### src/rtl/decode_pipe_if.sv
// Fetch-side and execute-side handshake bundle for decode_pipe.
// The trap field exists only when DECODE_ILLEGAL_TRAP_EN is defined.
interface decode_pipe_if #(
  parameter int XLEN  = 16,
  parameter int DEPTH = 2
);
  logic [XLEN-1:0]          in_word;
  logic                     in_valid;
  logic                     in_ready;
  logic                     dec_valid;
  logic                     dec_ready;
  logic                     imm_en;
  logic [XLEN-1:0]          imm;
  logic                     read_a;
  logic [3:0]               arg_a;
  logic                     read_b;
  logic [3:0]               src_b;
  logic                     set_pc;
  logic                     add_pc;
  logic                     inc_pc;
  logic [1:0]               pc_src;
  logic [2:0]               cmp_b;
  logic                     alu_en;
  logic                     sh_off_imm;
  logic [3:0]               truth_table;
  logic [4:0]               alu_op;
  logic [$clog2(DEPTH):0]   fifo_count;
`ifdef DECODE_ILLEGAL_TRAP_EN
  logic                     trap;
`endif

  modport slave (
    input  in_word, in_valid, dec_ready,
    output in_ready, dec_valid, imm_en, imm, read_a, arg_a, read_b, src_b,
           set_pc, add_pc, inc_pc, pc_src, cmp_b, alu_en, sh_off_imm,
           truth_table, alu_op, fifo_count
`ifdef DECODE_ILLEGAL_TRAP_EN
    , output trap
`endif
  );

  modport master (
    output in_word, in_valid, dec_ready,
    input  in_ready, dec_valid, imm_en, imm, read_a, arg_a, read_b, src_b,
           set_pc, add_pc, inc_pc, pc_src, cmp_b, alu_en, sh_off_imm,
           truth_table, alu_op, fifo_count
`ifdef DECODE_ILLEGAL_TRAP_EN
    , input trap
`endif
  );
endinterface

### src/rtl/decode_pipe.sv
// Two-word instruction assembler + decoder feeding a DEPTH-entry control FIFO.
// Optional macro DECODE_ILLEGAL_TRAP_EN: illegal opcodes push a trap entry and stall input until flush.
module decode_pipe #(
  parameter int XLEN  = 16,
  parameter int DEPTH = 2
) (
  input  logic          cpu_clk,
  input  logic          cpu_rst,
  input  logic          flush,
  decode_pipe_if.slave  bus
);
  localparam int AW = $clog2(DEPTH);
  localparam int CW = AW + 1;
  localparam logic [CW-1:0] DEPTH_C = CW'(DEPTH);

  typedef enum logic [0:0] {S_INS = 1'b0, S_EXT = 1'b1} state_t;

  typedef struct packed {
    logic            imm_en;
    logic [XLEN-1:0] imm;
    logic            read_a;
    logic [3:0]      arg_a;
    logic            read_b;
    logic [3:0]      src_b;
    logic            set_pc;
    logic            add_pc;
    logic            inc_pc;
    logic [1:0]      pc_src;
    logic [2:0]      cmp_b;
    logic            alu_en;
    logic            sh_off_imm;
    logic [3:0]      truth_table;
    logic [4:0]      alu_op;
`ifdef DECODE_ILLEGAL_TRAP_EN
    logic            trap;
`endif
  } entry_t;

  function automatic entry_t decode(input logic [15:0] i, input logic [XLEN-1:0] ext);
    entry_t e;
    e = '0;
    case (i[15:12])
      4'h0: e.inc_pc = 1'b1;
      4'h1: begin
        e.alu_en = 1'b1; e.read_a = 1'b1; e.read_b = 1'b1; e.inc_pc = 1'b1;
        e.arg_a = i[11:8]; e.src_b = i[7:4]; e.alu_op = {1'b0, i[3:0]};
      end
      4'h2: begin
        e.alu_en = 1'b1; e.read_a = 1'b1; e.imm_en = 1'b1; e.inc_pc = 1'b1;
        e.arg_a = i[11:8]; e.imm = {{(XLEN-5){i[7]}}, i[7:3]}; e.alu_op = {2'b00, i[2:0]};
      end
      4'h3: begin
        e.alu_en = 1'b1; e.read_a = 1'b1; e.imm_en = 1'b1; e.sh_off_imm = 1'b1; e.inc_pc = 1'b1;
        e.arg_a = i[11:8]; e.imm = {{(XLEN-5){1'b0}}, i[7:3]}; e.alu_op = {2'b10, i[2:0]};
      end
      4'h4: begin
        e.alu_en = 1'b1; e.read_a = 1'b1; e.read_b = 1'b1; e.inc_pc = 1'b1;
        e.arg_a = i[11:8]; e.src_b = i[7:4]; e.truth_table = i[3:0]; e.alu_op = 5'h1F;
      end
      4'h8: begin
        e.set_pc = 1'b1; e.imm_en = 1'b1; e.pc_src = 2'b01; e.imm = ext;
      end
      4'h9: begin
        e.add_pc = 1'b1; e.imm_en = 1'b1; e.read_a = 1'b1; e.read_b = 1'b1; e.pc_src = 2'b10;
        e.cmp_b = i[11:9]; e.arg_a = {1'b0, i[8:6]}; e.src_b = {1'b0, i[5:3]}; e.imm = ext;
      end
`ifdef DECODE_ILLEGAL_TRAP_EN
      default: e.trap = 1'b1;
`else
      default: e.inc_pc = 1'b1;
`endif
    endcase
    return e;
  endfunction

  state_t          r_state;
  logic [15:0]     r_op_word;
  entry_t          r_mem [DEPTH];
  logic [AW-1:0]   r_wr_ptr;
  logic [AW-1:0]   r_rd_ptr;
  logic [CW-1:0]   r_count;
  logic            r_trapped;

  logic [15:0]     w_op_word;
  entry_t          w_entry;
  entry_t          w_head;
  logic            w_in_ready;
  logic            w_dec_valid;
  logic            w_xfer;
  logic            w_pop;
  logic            w_starts_ext;
  logic            w_push;

  // Handshake qualification and decode of the word (or latched opcode + extension) being accepted.
  always_comb begin
    w_op_word    = (r_state == S_EXT) ? r_op_word : bus.in_word[15:0];
    w_entry      = decode(w_op_word, bus.in_word);
    w_in_ready   = (r_count < DEPTH_C) && !flush && !r_trapped;
    w_dec_valid  = (r_count != {CW{1'b0}});
    w_xfer       = bus.in_valid && w_in_ready;
    w_pop        = w_dec_valid && bus.dec_ready && !flush;
    w_starts_ext = (r_state == S_INS) &&
                   ((w_op_word[15:12] == 4'h8) || (w_op_word[15:12] == 4'h9));
    w_push       = w_xfer && !w_starts_ext;
    w_head       = w_dec_valid ? r_mem[r_rd_ptr] : '0;
  end

  // Opcode/extension assembly FSM.
  always_ff @(posedge cpu_clk or negedge cpu_rst) begin
    if (!cpu_rst) begin
      r_state   <= S_INS;
      r_op_word <= 16'h0000;
    end else if (flush) begin
      r_state   <= S_INS;
      r_op_word <= 16'h0000;
    end else if (w_xfer) begin
      case (r_state)
        S_INS: begin
          if (w_starts_ext) begin
            r_state   <= S_EXT;
            r_op_word <= bus.in_word[15:0];
          end else begin
            r_state   <= S_INS;
          end
        end
        S_EXT:   r_state <= S_INS;
        default: r_state <= S_INS;
      endcase
    end else begin
      r_state <= r_state;
    end
  end

  // Decoded-entry FIFO; pointers wrap naturally since DEPTH is a power of two.
  always_ff @(posedge cpu_clk or negedge cpu_rst) begin
    if (!cpu_rst) begin
      r_wr_ptr <= {AW{1'b0}};
      r_rd_ptr <= {AW{1'b0}};
      r_count  <= {CW{1'b0}};
      for (int k = 0; k < DEPTH; k++) r_mem[k] <= '0;
    end else if (flush) begin
      r_wr_ptr <= {AW{1'b0}};
      r_rd_ptr <= {AW{1'b0}};
      r_count  <= {CW{1'b0}};
    end else begin
      if (w_push) begin
        r_mem[r_wr_ptr] <= w_entry;
        r_wr_ptr        <= r_wr_ptr + AW'(1);
      end
      if (w_pop) r_rd_ptr <= r_rd_ptr + AW'(1);
      case ({w_push, w_pop})
        2'b10:   r_count <= r_count + CW'(1);
        2'b01:   r_count <= r_count - CW'(1);
        default: r_count <= r_count;
      endcase
    end
  end

`ifdef DECODE_ILLEGAL_TRAP_EN
  // Once a trap entry is queued, input stays closed until the redirect flush.
  always_ff @(posedge cpu_clk or negedge cpu_rst) begin
    if (!cpu_rst) begin
      r_trapped <= 1'b0;
    end else if (flush) begin
      r_trapped <= 1'b0;
    end else if (w_push && w_entry.trap) begin
      r_trapped <= 1'b1;
    end else begin
      r_trapped <= r_trapped;
    end
  end
  assign bus.trap = w_head.trap;
`else
  assign r_trapped = 1'b0;
`endif

  assign bus.in_ready    = w_in_ready;
  assign bus.dec_valid   = w_dec_valid;
  assign bus.fifo_count  = r_count;
  assign bus.imm_en      = w_head.imm_en;
  assign bus.imm         = w_head.imm;
  assign bus.read_a      = w_head.read_a;
  assign bus.arg_a       = w_head.arg_a;
  assign bus.read_b      = w_head.read_b;
  assign bus.src_b       = w_head.src_b;
  assign bus.set_pc      = w_head.set_pc;
  assign bus.add_pc      = w_head.add_pc;
  assign bus.inc_pc      = w_head.inc_pc;
  assign bus.pc_src      = w_head.pc_src;
  assign bus.cmp_b       = w_head.cmp_b;
  assign bus.alu_en      = w_head.alu_en;
  assign bus.sh_off_imm  = w_head.sh_off_imm;
  assign bus.truth_table = w_head.truth_table;
  assign bus.alu_op      = w_head.alu_op;
endmodule

### src/flat_wrapper.sv
// flat-port wrapper written by rule: the top's interface ports become plain ports
module decode_pipe_flat 
#(
  parameter int XLEN  = 16,
  parameter int DEPTH = 2
)
  (cpu_clk, cpu_rst, flush, bus_in_word, bus_in_valid, bus_dec_ready, bus_in_ready, bus_dec_valid, bus_imm_en, bus_imm, bus_read_a, bus_arg_a, bus_read_b, bus_src_b, bus_set_pc, bus_add_pc, bus_inc_pc, bus_pc_src, bus_cmp_b, bus_alu_en, bus_sh_off_imm, bus_truth_table, bus_alu_op, bus_fifo_count);
  decode_pipe_if #(.XLEN(XLEN), .DEPTH(DEPTH)) bus_i ();
  input  logic cpu_clk;
  input  logic cpu_rst;
  input  logic flush;
  input wire logic [$bits(bus_i.in_word)-1:0] bus_in_word;
  input wire logic [$bits(bus_i.in_valid)-1:0] bus_in_valid;
  input wire logic [$bits(bus_i.dec_ready)-1:0] bus_dec_ready;
  output wire logic [$bits(bus_i.in_ready)-1:0] bus_in_ready;
  output wire logic [$bits(bus_i.dec_valid)-1:0] bus_dec_valid;
  output wire logic [$bits(bus_i.imm_en)-1:0] bus_imm_en;
  output wire logic [$bits(bus_i.imm)-1:0] bus_imm;
  output wire logic [$bits(bus_i.read_a)-1:0] bus_read_a;
  output wire logic [$bits(bus_i.arg_a)-1:0] bus_arg_a;
  output wire logic [$bits(bus_i.read_b)-1:0] bus_read_b;
  output wire logic [$bits(bus_i.src_b)-1:0] bus_src_b;
  output wire logic [$bits(bus_i.set_pc)-1:0] bus_set_pc;
  output wire logic [$bits(bus_i.add_pc)-1:0] bus_add_pc;
  output wire logic [$bits(bus_i.inc_pc)-1:0] bus_inc_pc;
  output wire logic [$bits(bus_i.pc_src)-1:0] bus_pc_src;
  output wire logic [$bits(bus_i.cmp_b)-1:0] bus_cmp_b;
  output wire logic [$bits(bus_i.alu_en)-1:0] bus_alu_en;
  output wire logic [$bits(bus_i.sh_off_imm)-1:0] bus_sh_off_imm;
  output wire logic [$bits(bus_i.truth_table)-1:0] bus_truth_table;
  output wire logic [$bits(bus_i.alu_op)-1:0] bus_alu_op;
  output wire logic [$bits(bus_i.fifo_count)-1:0] bus_fifo_count;
  assign bus_i.in_word = bus_in_word;
  assign bus_i.in_valid = bus_in_valid;
  assign bus_i.dec_ready = bus_dec_ready;
  assign bus_in_ready = bus_i.in_ready;
  assign bus_dec_valid = bus_i.dec_valid;
  assign bus_imm_en = bus_i.imm_en;
  assign bus_imm = bus_i.imm;
  assign bus_read_a = bus_i.read_a;
  assign bus_arg_a = bus_i.arg_a;
  assign bus_read_b = bus_i.read_b;
  assign bus_src_b = bus_i.src_b;
  assign bus_set_pc = bus_i.set_pc;
  assign bus_add_pc = bus_i.add_pc;
  assign bus_inc_pc = bus_i.inc_pc;
  assign bus_pc_src = bus_i.pc_src;
  assign bus_cmp_b = bus_i.cmp_b;
  assign bus_alu_en = bus_i.alu_en;
  assign bus_sh_off_imm = bus_i.sh_off_imm;
  assign bus_truth_table = bus_i.truth_table;
  assign bus_alu_op = bus_i.alu_op;
  assign bus_fifo_count = bus_i.fifo_count;
  decode_pipe #(.XLEN(XLEN), .DEPTH(DEPTH)) u_core (.cpu_clk(cpu_clk), .cpu_rst(cpu_rst), .flush(flush), .bus(bus_i));
endmodule
### config.mk
export PLATFORM = sky130hd
export DESIGN_NAME = decode_pipe_flat
export DESIGN_NICKNAME = d
export VERILOG_FILES = /design/src/rtl/decode_pipe_if.sv /design/src/rtl/decode_pipe.sv /design/src/flat_wrapper.sv
export SDC_FILE = /design/constraint.sdc
export NUM_CORES = 1
export LEC_CHECK = 0
export ABC_AREA = 1
export BUFFER_PORTS_ARGS = -buffer_cell sky130_fd_sc_hd__buf_2
export CAP_MARGIN = 30
export CELL_PAD_IN_SITES_DETAIL_PLACEMENT = 1
export CELL_PAD_IN_SITES_GLOBAL_PLACEMENT = 1
export CORE_MARGIN = 1
export CORE_UTILIZATION = 40
export CTS_CLUSTER_DIAMETER = 30
export DETAILED_ROUTE_END_ITERATION = 10
export PLACE_DENSITY = 0.72
export SYNTH_ARGS = -nofsm -noshare
export SYNTH_HDL_FRONTEND = slang
export SYNTH_SLANG_ARGS = --single-unit
### constraint.sdc
create_clock -name cpu_clk -period 2.6 [get_ports cpu_clk]
set_input_delay 0.52 -clock cpu_clk [delete_from_list [all_inputs] [get_ports cpu_clk]]
set_output_delay 0.52 -clock cpu_clk [all_outputs]
set_load 0.05 [all_outputs]
==> results of run 1 <==
[power groups by stage]
stage | Sequential, W | Combinational, W | Clock, W
after detailed placement | 0.00213 | 0.000863 | 0
after global placement | 0.00212 | 0.000835 | 0
final | 0.00211 | 0.000856 | 0.00237
after CTS | 0.00211 | 0.000870 | 0.00240
after floorplan | 0.00211 | 0.000602 | 0
after global routing | 0.00214 | 0.000958 | 0.00247
[worst max path at each step]
stage	endpoint	cells past startpoint
6_report	bus_imm[0]	5
5_1_grt	bus_alu_en	5
4_1_cts	bus_alu_en	4
3_5_place_dp	u_core.r_op_word[12]	9
3_3_place_gp	bus_cmp_b[0]	4
2_1_floorplan	bus_add_pc	5
[per-layer routing]
layer,GRT usage (%),share of wire [%],wire (microns),vias to the layer above
met1,31.4,46,7510,2491
met2,42.7,50,8240,89
met3,4.13,3.0,486,16
met5,0,0,0,-
li1,-,-,-,2435
met4,7.58,1.1,180,0
[layout make-up]
| class | instances | share of cell area [%] |
|---|---|---|
| sequential | 113 | 42.1 |
| multi-input combinational | 523 | 34.5 |
| clock buffer | 26 | 8.02 |
| timing repair buffer | 86 | 7.65 |
| inverter | 61 | 3.40 |
| tap | 176 | 3.27 |
| clock inverter | 4 | 1.04 |
[worst max-delay path, stage by stage, from the launching register on]
cell and delay (ns):
dfrtp_2 0.37, clkinv_1 0.43, buf_12 0.35, nand2_1 0.08, a21oi_1 0.08, buf_2 0.24
[state kept, by name, summed over array words and instances, names as in the netlist]
| signal | cells |
|---|---|
| u_core.r_op_word | 16 |
| u_core.r_mem | 92 |
| u_core.r_wr_ptr | 1 |
| u_core.r_rd_ptr | 1 |
| u_core.bus.fifo_count | 2 |
| u_core.r_state | 1 |
[layout by cell type, fill, tap and decap left out, types with 6 or more instances in the layout]
master,n
a21oi_1,39
dfrtp_1,112
nand2_1,338
clkbuf_16,17
buf_2,69
o22ai_1,6
clkbuf_8,8
nor2_1,12
nand3_1,11
o21ai_1,17
a21oi_2,9
buf_4,13
o21ai_0,62
o21ai_2,8
inv_1,55
[cells by family after synthesis]
| family | Yosys count | share of synthesized area, % |
|---|---|---|
| flip-flops | 113 | 51.0 |
| buffers and inverters | 100 | 7.70 |
| AO/OA/AOI/OAI | 145 | 13.9 |
| AND/OR/NAND/NOR | 378 | 27.4 |
[stage by stage]
| step | total power [W] | worst slack, ns | cell area, sq um | utilization, % | hold slack (ns) |
|---|---|---|---|---|---|
| after floorplan | 0.00271 | 0.0744 | 5580 | - | 0.224 |
| after global placement | 0.00295 | 0.510 | 6110 | 45.6 | 0.451 |
| after detailed placement | 0.00299 | 0.411 | 6110 | 45.6 | 0.454 |
| after CTS | 0.00538 | 0.0255 | 6720 | 50.2 | 0.145 |
| after global routing | 0.00557 | 0.0203 | 6730 | 50.2 | 0.174 |
| final | 0.00533 | 0.111 | 6730 | 50.2 | 0.133 |
==> flow_summary.yaml, run 1 <==
outcome:
  status: "complete, no violations"
floorplanning:
  die_w_microns: 120
  start_util_pct: 41.4
  dieArea_sq_um: 14300
  coreArea_sq_um: 13400
  row_count: 42
  io_pins: 71
  die_h_microns: 120
setup_path:
  r2r_end: "u_core.r_op_word[12]"
  rr_worst_depth: 8
  arrival_ns: 1.97
  startpoint_type: "flop"
  r2r-start: "u_core.r_state"
  critPathLaunch: "u_core.r_rd_ptr"
  path_max_fanout: 24
  timing.reg2reg.setup_slack_ns: 0.55
  required_ns: 2.08
  cp-end-kind: "output port"
  crit_type: "flop to output port"
final_layout:
  n_antenna_cell: 0
  ff_latch_area_sq_um: 2830
  multi_input_area_sq_um: 2320
  area_growth_pct: 21.3
  nFillCells: 1696
  instances_no_fill: 989
  fin_nets: 823
  drive_above_1_share_pct: 18.6
power_and_ir_drop:
  swShare_pct: 28.3
  seq_power_share_pct: 39.5
  p_sw_w: 0.00151
  powerDensity_nw_per_um2: 793
  p_leak_nw: 3.51
  p_comb_share_pct: 16.0
  p_int_w: 0.00382
  clkPwrFrac_pct: 44.4
  max-vdd-ir-drop_mv: 0.303
drt:
  vias: 5031
  drcViolationCount: 0
  drtIter0Drc: 234
  first_pass_iters: 4
  detail-route-antenna-nets: 0
  viasPerCell: 5.09
  wirelength_mm: 16.4
  wl_per_cell_microns: 16.6
sta:
  rsz0062_at_grt: "no"
  worst_pin_slew_ns: 0.960
  setup_viol: 0
  fmax_mhz: 402
  final.min_clock_period_ns: 2.49
  hold_viol: 0
  min_period_over_period_pct: 95.7
  tns_ns: 0
  slew_headroom_pct: 35.8
  skew_ns: 0.00780
  slew_violations: 0
global_routing:
  grt_usage_pct: 24.7
  grt_pass1_wl_mm: 27.3
  grt_overflow: 0
  antenna_found_initial: 0
  grt_max_degree: 60
  grt_pass1_vias: 5411
synth:
  yosysSeqAreaShare_pct: 51.0
  yosysTopAreaCell: "dfrtp_1"
  ys_ff_latch: 113
  yosys.area.top_type_share_pct: 51.0
  ys_top_cells_by_count: "nand2_1, dfrtp_1, o21ai_0"
  synthFlopType: "dfrtp_1"
  syn_avg_cell_area_sq_um: 7.53
  syn_area_sq_um: 5540
  ys_top_cells_by_area: "dfrtp_1, nand2_1, o21ai_0, a21oi_1, inv_1"
  yosysWarnings: 0
  yosysMostFrequentCell: "nand2_1"
  ys_async_sr_fraction_pct: 100
  synth_edf_count: 0
  synthCells: 736
  syn-num-nets: 757
  synth_cell_types: 27
placement:
  gp_congestion: 0.782
  post-place-cells: 959
  portBuffers: 70
  hpwl_mm: 10.9
clock_network:
  cts_tree: "yes"
  clock_path_buffers: 2
  postCtsHoldBufs: 0
  cts-resized-gates: 0
  cts_root_buf: "clkbuf_16"
  numCtsBuffers: 17
  cts_setup_buffers: 0
  insertion_delay_ns: 0.41
  clock_sinks: 113
  cts_max_level: 4
  clk_pin_slew_ns: 0.05
job:
  maxCapViolations: 0
worst_hold_path:
  hold_path_class: "input pin to asynchronous set/reset pin"
Note: power is estimated with default switching activity, not from simulation.
==> run 2, diff against run 1 <==
--- a/config.mk
+++ b/config.mk
@@ -14,6 +14,7 @@
 export CORE_UTILIZATION = 40
 export CTS_CLUSTER_DIAMETER = 30
 export DETAILED_ROUTE_END_ITERATION = 10
+export MAX_ROUTING_LAYER = met4
 export PLACE_DENSITY = 0.72
 export SYNTH_ARGS = -nofsm -noshare
 export SYNTH_HDL_FRONTEND = slang
==> run 2 against run 1 <==
  * Die area unchanged
  * Core utilization unchanged
  * Global-route usage increased by 0.71 points
  * Critical path type unchanged
  * Critical endpoint unchanged
  * Clock power about the same
  * Clock skew about the same
  * Cell count unchanged
  * Sequential power about the same
  * Hold slack got worse by 0.0030 ns
  * Register-to-register slack about the same
==> flow_summary.yaml, run 2 (synthesis gave the netlist of run 1 again) <==
sta:
  slew_headroom_pct: 35.1
  min_period_over_period_pct: 95.1
  final.min_clock_period_ns: 2.47
  setup_viol: 0
  skew_ns: 0.00753
  fmax_mhz: 404
  slew_violations: 0
  worst_pin_slew_ns: 0.971
  rsz0062_at_grt: "no"
  hold_viol: 0
  tns_ns: 0
floorplanning:
  row_count: 42
  dieArea_sq_um: 14300
  start_util_pct: 41.4
  die_h_microns: 120
  coreArea_sq_um: 13400
  die_w_microns: 120
  io_pins: 71
setup_path:
  startpoint_type: "flop"
  r2r_end: "u_core.r_op_word[12]"
  r2r-start: "u_core.r_state"
  rr_worst_depth: 8
  critPathLaunch: "u_core.r_rd_ptr"
  path_max_fanout: 24
  arrival_ns: 1.95
  timing.reg2reg.setup_slack_ns: 0.54
  required_ns: 2.08
  crit_type: "flop to output port"
  cp-end-kind: "output port"
  crit_end: "bus_imm[0]"
global_routing:
  grt_overflow: 0
  antenna_found_initial: 0
  grt_pass1_wl_mm: 27.3
  grt_pass1_vias: 5408
  grt_max_degree: 60
  grt_usage_pct: 25.4
drt:
  first_pass_iters: 5
  vias: 5052
  wl_per_cell_microns: 16.6
  drtIter0Drc: 232
  wirelength_mm: 16.4
  drcViolationCount: 0
  detail-route-antenna-nets: 0
  viasPerCell: 5.11
final_layout:
  largest_reg_flops: 92
  n_antenna_cell: 0
  final_cell_mix: "nand2_1, dfrtp_1, buf_2"
  fin_area_sq_um: 6730
  regMostFlops: "u_core.r_mem"
  final_common_cell: "nand2_1"
  drive_above_1_share_pct: 18.6
  fin_nets: 823
  area_growth_pct: 21.3
clock_network:
  clock_path_buffers: 2
  clk_pin_slew_ns: 0.05
  cts_setup_buffers: 0
  insertion_delay_ns: 0.41
  cts_tree: "yes"
  clock_sinks: 113
  cts-resized-gates: 0
  cts_root_buf: "clkbuf_16"
  numCtsBuffers: 17
  postCtsHoldBufs: 0
  cts_max_level: 4
placement:
  portBuffers: 70
  hpwl_mm: 10.9
  gp_congestion: 0.792
  postPlaceCellArea_sq_um: 6110
power_and_ir_drop:
  powerDensity_nw_per_um2: 793
  max-vdd-ir-drop_mv: 0.303
  p_leak_nw: 3.51
worst_hold_path:
  hold_path_class: "input pin to asynchronous set/reset pin"
job:
  maxCapViolations: 0
outcome:
  status: "complete, no violations"
==> run 2: worst min path at each step <==
stage	endpoint	from	cells past startpoint	slack, ns
floorplan	u_core.bus.fifo_count[0]	cpu_rst	0	0.22
detailed placement	u_core.r_mem[61]	u_core.r_mem[61]	2	0.45
CTS	u_core.r_mem[6]	cpu_rst	1	0.14
global placement	u_core.r_mem[64]	u_core.r_mem[64]	2	0.45
finish	u_core.r_mem[6]	cpu_rst	1	0.13
global route	u_core.r_mem[6]	cpu_rst	1	0.17
==> run 2: metal layers <==
metal / GRT usage (%) / up-vias / part of all wire (%)
met2: 42.7 / 104 / 50
met1: 31.5 / 2493 / 45
met5: - / - / 0
li1: - / 2435 / -
met3: 4.09 / 20 / 3.8
met4: 7.58 / 0 / 1.3
==> run 2: cell type report <==
cell class,count,area (sq um)
Clock inverter,4,70.1
Inverter,61,229
Tap cell,176,220
Fill cell,1696,6680
Multi-Input combinational cell,523,2320
Sequential cell,113,2830
Clock buffer,26,539
Timing Repair Buffer,86,514
==> run 2: worst max-delay path, cell delays in order (launching register included) <==
cell and delay [ns]:
dfrtp_2 0.36, clkinv_1 0.42, buf_12 0.35, nand2_1 0.08, a21oi_1 0.08, buf_2 0.24
==> run 2: where the power goes <==
part | internal [W] | switching [W] | total [W]
Sequential | 0.00199 | 0.000115 | 0.00211
Clock | 0.00160 | 0.000770 | 0.00237
Combinational | 0.000231 | 0.000628 | 0.000858
Total | 0.00382 | 0.00151 | 0.00533
==> run 2: metrics by stage <==
step	util [%]	hold slack, ns	power (W)	instances	setup WS, ns
finish	50.2	0.130	0.00533	989	0.126
global placement	45.6	0.451	0.00295	959	0.510
CTS	50.2	0.145	0.00538	989	0.0255
global route	50.2	0.175	0.00557	989	0.0203
floorplan	-	0.224	0.00271	736	0.0744
detailed placement	45.6	0.454	0.00299	959	0.411
